[config.mk]
export PLATFORM = sky130hd
export DESIGN_NAME = instr_fetch_unit
export DESIGN_NICKNAME = d
export VERILOG_FILES = /design/src/rtl/instr_fetch_unit.sv
export SDC_FILE = /design/constraint.sdc
export NUM_CORES = 1
export LEC_CHECK = 0
export ABC_CLOCK_PERIOD_IN_PS = 3400
export CAP_MARGIN = 20
export CORE_MARGIN = 4
export CORE_UTILIZATION = 43
export CTS_CLUSTER_DIAMETER = 40
export DETAILED_ROUTE_END_ITERATION = 8
export HOLD_SLACK_MARGIN = 0.08
export MAX_ROUTING_LAYER = met4
export PLACE_DENSITY_LB_ADDON = 0.2
export SLEW_MARGIN = 25
export SYNTH_ARGS = -nofsm -noshare
export SYNTH_HDL_FRONTEND = slang
export SYNTH_SLANG_ARGS = --single-unit
export TNS_END_PERCENT = 50
[constraint.sdc]
create_clock -name CLK -period 3.4 [get_ports CLK]
set_clock_uncertainty 0.1 [all_clocks]
set_input_delay 0.68 -clock CLK [delete_from_list [all_inputs] [get_ports CLK]]
set_output_delay 0.68 -clock CLK [all_outputs]
set_load 0.01 [all_outputs]
[src/rtl/instr_fetch_unit.sv]
// rtl/instr_fetch_unit.sv - PC ownership, request/ack instruction fetch, field split and next-PC select.
// Optional feature macro: FETCH_MISALIGN_CHECK_EN (halt on a misaligned next PC instead of forcing alignment).
module instr_fetch_unit #(
   parameter int unsigned        ADDR_W   = 32,
   parameter logic [ADDR_W-1:0]  RESET_PC = '0
) (
   input  logic              CLK,
   input  logic              RST,
   output logic              IMEM_REQ,
   output logic [ADDR_W-1:0] IMEM_ADDR,
   input  logic              IMEM_ACK,
   input  logic [31:0]       IMEM_RDATA,
   input  logic              EXEC_DONE,
   input  logic [1:0]        PCS,
   input  logic              BS,
   input  logic              ALU_ZERO,
   input  logic              ALU_NEG,
   input  logic [31:0]       IMM,
   input  logic [31:0]       ALU_RESULT,
   output logic [31:0]       INSTR,
   output logic              INSTR_VALID,
   output logic [6:0]        OP_CODE,
   output logic [4:0]        RD,
   output logic [2:0]        FUNCT_3,
   output logic [4:0]        RS1,
   output logic [4:0]        RS2,
   output logic [6:0]        FUNCT_7,
   output logic [ADDR_W-1:0] PC,
   output logic [ADDR_W-1:0] PC_PLUS4,
   output logic              HALT
);

   typedef enum logic [1:0] {
      S_IDLE   = 2'b00,
      S_FETCH  = 2'b01,
      S_EXEC   = 2'b10,
      S_HALTED = 2'b11
   } state_t;

   // ADDI x0,x0,0 so the decoder always sees a legal opcode out of reset
   localparam logic [31:0] NOP_INSTR = 32'h0000_0013;

   state_t            state_q;
   logic [ADDR_W-1:0] pc_q;
   logic [31:0]       instr_q;
   logic              req_q;
   logic              valid_q;
   logic              halt_q;

   logic [ADDR_W-1:0] pc_seq;
   logic [ADDR_W-1:0] raw_pc;
   logic [ADDR_W-1:0] next_pc_d;
   logic              stop_d;
   logic              taken;
   logic              unused_alu_lsb;
`ifndef FETCH_MISALIGN_CHECK_EN
   logic [1:0]        unused_raw_low;
`endif

   // Jump targets always have bit 0 cleared (JALR semantics), so bit 0 of the ALU result is dropped
   assign unused_alu_lsb = ALU_RESULT[0];

   // Next-PC selection from decoder select, branch type and ALU flags; all adds wrap
   always_comb begin
      pc_seq    = pc_q + ADDR_W'(4);
      taken     = BS ? ~ALU_ZERO : ~ALU_NEG;
      raw_pc    = pc_seq;
      next_pc_d = pc_seq;
      stop_d    = 1'b0;
      case (PCS)
         2'b10:   raw_pc = pc_seq;
         2'b01:   raw_pc = {ALU_RESULT[ADDR_W-1:1], 1'b0};
         2'b00:   raw_pc = taken ? (pc_q + IMM[ADDR_W-1:0]) : pc_seq;
         default: raw_pc = pc_seq;
      endcase
`ifdef FETCH_MISALIGN_CHECK_EN
      // A misaligned target stops fetch and leaves PC pointing at the offending instruction
      next_pc_d = raw_pc;
      stop_d    = (PCS == 2'b11) || (raw_pc[1:0] != 2'b00);
`else
      // Without the check the low bits are simply dropped and execution carries on
      unused_raw_low = raw_pc[1:0];
      next_pc_d      = {raw_pc[ADDR_W-1:2], 2'b00};
      stop_d         = (PCS == 2'b11);
`endif
   end

   // Fetch/execute sequencer with registered handshake and status outputs
   always_ff @(posedge CLK) begin
      if (RST) begin
         state_q <= S_IDLE;
         pc_q    <= RESET_PC;
         instr_q <= NOP_INSTR;
         req_q   <= 1'b0;
         valid_q <= 1'b0;
         halt_q  <= 1'b0;
      end else begin
         case (state_q)
            S_IDLE: begin
               state_q <= S_FETCH;
               req_q   <= 1'b1;
            end
            S_FETCH: begin
               if (IMEM_ACK) begin
                  instr_q <= IMEM_RDATA;
                  state_q <= S_EXEC;
                  req_q   <= 1'b0;
                  valid_q <= 1'b1;
               end
            end
            S_EXEC: begin
               if (EXEC_DONE) begin
                  valid_q <= 1'b0;
                  if (stop_d) begin
                     state_q <= S_HALTED;
                     halt_q  <= 1'b1;
                  end else begin
                     pc_q    <= next_pc_d;
                     state_q <= S_FETCH;
                     req_q   <= 1'b1;
                  end
               end
            end
            default: begin
               req_q   <= 1'b0;
               valid_q <= 1'b0;
               halt_q  <= 1'b1;
            end
         endcase
      end
   end

   assign IMEM_REQ    = req_q;
   assign IMEM_ADDR   = pc_q;
   assign INSTR       = instr_q;
   assign INSTR_VALID = valid_q;
   assign OP_CODE     = instr_q[6:0];
   assign RD          = instr_q[11:7];
   assign FUNCT_3     = instr_q[14:12];
   assign RS1         = instr_q[19:15];
   assign RS2         = instr_q[24:20];
   assign FUNCT_7     = instr_q[31:25];
   assign PC          = pc_q;
   assign PC_PLUS4    = pc_seq;
   assign HALT        = halt_q;

endmodule
==> results list <==
* Critical Path End Type: output port
- Number of distinct library cells after synthesis: 73
* Average wire per standard cell: 17.6 um
- For the finished layout, the period the worst path requires is 3350 ps.
* Initial cell density of the core: 44.1%
- Overflow left after global routing: 0
* Number of diodes: 0
* Maximum count of clock buffers along a single path: 2
- Vias in the first global route: 6,400
- Global routing usage on met3: 3.99%
- Buffers inserted during post-CTS setup optimization: 0
* Cell count after placement: 1,203
- Status: completed
* Antenna violations before repair: 0
- Number of cells produced by synthesis: 802
- The share of synthesized area in the top cell type comes to 22.9%.
* Non-filler cells in the finished layout: 1,219
- Commonest cells in the synthesized netlist: nand2_1 (124), a21oi_1 (70), buf_4 (69), nor2_1 (69), dfxtp_1 (67)
- Global-route wire length before repair: 33,700 um
* Largest net degree at the start of global routing: 45
- IO Port Bufs: 257
- IO Count: 268
* Startpoint class of the critical path: flop
- The floorplan step defined a die boundary enclosing 15,600 um^2.
- The cell area that synthesis handed to floorplanning was 5860 um^2.
* Achievable clock frequency: 298 MHz
- In the post-synthesis netlist, the biggest area contributors are dfxtp_1 (23%), buf_4 (8.8%), nand2_1 (7.9%).
- Synthesis inferred 67 register bits.
* H-Tree Depth: 3
- The tightest min-delay check is of the flop to flop type.
- For this design the ratio of total power to cell area is 301 nW/um^2.
- TritonCTS clock tree: yes
- Iteration count of the initial detailed-routing pass: 5
- Setup total negative slack on the finished layout was measured at 0 ps.
- Data on the critical path arrives at its endpoint at 2570 ps.
- A synthesized cell averages 7.30 um^2.
* Final wirelength: 21,500 um
- At the pin with the least slew margin, the transition time is 820 ps.
* DRT iter0 DRCs: 437
- Along the worst path, the maximum fanout reaches 6.
- Among all cell types in the netlist, the one instantiated most often is nand2_1.
- Slew Viols, Final: 0
- For the worst setup path, the data required time is 2620 ps.
* Later-pin clock latency in the skew report: 340 ps
- GP Congestion: 0.961
* Final count of negative-setup-slack endpoints: 0
- Most used flip-flop cell after synthesis: dfxtp_1
- Measured against its own limit, the worst slew margin works out to 45.4%.
* Area growth from synthesis to layout: 52.0%
- Sequential cell area fraction in the yosys report: 22.9%
* Fraction of met1 tracks used by global routing: 35.0%
- Yosys printed 0 warnings.
- Floorplan core area: 13,300 um^2
- met2 is the most crowded layer.
- Chip width: 125 um
- For this design the static power due to leakage is 0.00362 uW.
- Along the worst hold path, the cell count comes to 2.
- Max-cap violations in this run came to 0.
- CTS clk-pin slew, worst paths: 60 ps
- Worst Reg-to-Reg Cells: 12
- Vertical die dimension: 125 um
- Post-synth EDFFs: 0
* Total number of placement rows: 42
- Buffers inserted during clock tree synthesis total 9.
- Detailed routing inserted a total of 6,641 vias.
- Net count, final: 1,179
- Final HPWL DP: 16,700 um
* VDD IR max: 0.222 mV
- Counting flops with an async set or reset pin after synthesis yields a share of 0%.
* DR vias/cell: 5.45
* Final period utilization: 98.6%
- Worst Setup Path Type: flop to output port
- Met2 track demand over resource: 44.0%
- Total count of hold-check failures in the final report: 0
* Cell taking the most area after synthesis: dfxtp_1
- Share of post-route cells with drive strength above 1: 11.8%
* Unrepaired setup endpoints after global routing: yes
- The root buffer cell chosen for the clock tree is clkbuf_16.
- Number of remaining DRC errors: 0
- Clock tree sinks: 67
- In this run the remaining antenna-violating nets after routing total 0.
* GRT Util Overall: 27.4%
path summary, 6_finish.rpt:
check / startpoint / end / slack [ps]
max: IMEM_ADDR[2] / PC_PLUS4[14] / 50
min: INSTR[31] / INSTR[31] / 370
max reg2reg: IMEM_ADDR[5] / IMEM_ADDR[26] / 400
min reg2reg: INSTR[31] / INSTR[31] / 370
registers in the layout (all words and copies together) (netlist names):
register     flops
state_q          2
INSTR_VALID      1
IMEM_ADDR       30
INSTR           32
HALT             1
IMEM_REQ         1
power breakdown:
group          total, uW  switching (uW)  leakage [uW]  internal (uW)
Clock                901             388      0.000139            514
Sequential           884            45.8      0.000545            838
Combinational        893             424       0.00294            469
Total               2680             857       0.00362           1820
cells by family (layout without fill, tap and decap cells):
family,after synthesis,count (layout),synth area share [%]
mux,6,6,1.07
simple gates,303,303,24.3
other cells,1,6,0.0640
buf+inv,124,360,12.4
flops,67,67,22.9
xor+xnor,44,44,6.71
compound gates,221,221,24.7
fa+ha+maj,36,36,7.82
area by class of cell:
class	instances	area [um^2]
clock buffer	10	239
clock inverter	6	40.0
inverter	17	63.8
fill	1169	4390
tap	176	220
multi-input combinational	616	3880
sequential	67	1340
timing repair buffer	327	3120
critical path: stages, from the launching register on:
cell             delay, ps
dfxtp_2                390
ha_2                   250
and3_1                 260
buf_4                  180
and2_1                 200
nand3_1                140
xnor2_2                230
clkdlybuf4s50_1        580
layer usage:
metal | vias up | share of wire (%)
met5 | - | 0
met4 | 0 | 2.7
met3 | 42 | 6.1
met2 | 281 | 47
met1 | 3078 | 44
li1 | 3240 | -
through the flow:
step / worst slack, ps / power, uW / instance area, um^2 / util [%] / hold WS, ps
after CTS: 0.898 / 2690 / 8860 / 66.6 / 368
after global placement: -304 / 1780 / 8550 / 64.3 / 355
after detailed placement: -427 / 1780 / 8550 / 64.3 / 361
after floorplan: 442 / 1360 / 5880 / - / 393
final: 46.5 / 2680 / 8900 / 67.0 / 368
after global routing: -72.3 / 2800 / 8900 / 67.0 / 393
placed cells by master (no fill, tap or decap), types with 4 or more instances in the layout:
| cell | instances |
|---|---|
| o22ai_1 | 7 |
| clkbuf_16 | 9 |
| ha_1 | 33 |
| conb_1 | 6 |
| o21ai_0 | 43 |
| o21bai_1 | 4 |
| nand2b_1 | 4 |
| mux2i_1 | 4 |
| buf_4 | 68 |
| a211oi_1 | 15 |
| nor3_1 | 19 |
| nor2_1 | 69 |
| xnor2_1 | 26 |
| nand3_1 | 18 |
| or3_1 | 6 |
| inv_1 | 17 |
| clkdlybuf4s50_1 | 251 |
| and2_1 | 6 |
| o31a_1 | 4 |
| a21o_1 | 11 |
| and3_1 | 15 |
| xor2_1 | 15 |
| nor2b_1 | 9 |
| a22oi_1 | 6 |
| a21oi_1 | 68 |
| o211ai_1 | 8 |
| and4_1 | 6 |
| nand2_1 | 124 |
| dfxtp_1 | 66 |
| a31oi_1 | 6 |
| nand3b_1 | 5 |
| o21a_1 | 6 |
what timing repair did:
| action | in CTS | in global routing |
|---|---|---|
| pin swaps | 0 | 4 |
| gates cloned | 0 | 0 |
| gates resized for setup | 9 | 11 |
| hold buffers | 0 | 0 |
| endpoints found under the setup margin | 12 | 12 |
| hold endpoints to repair | 0 | 0 |
No activity file was read; power rests on OpenSTA's default activity.
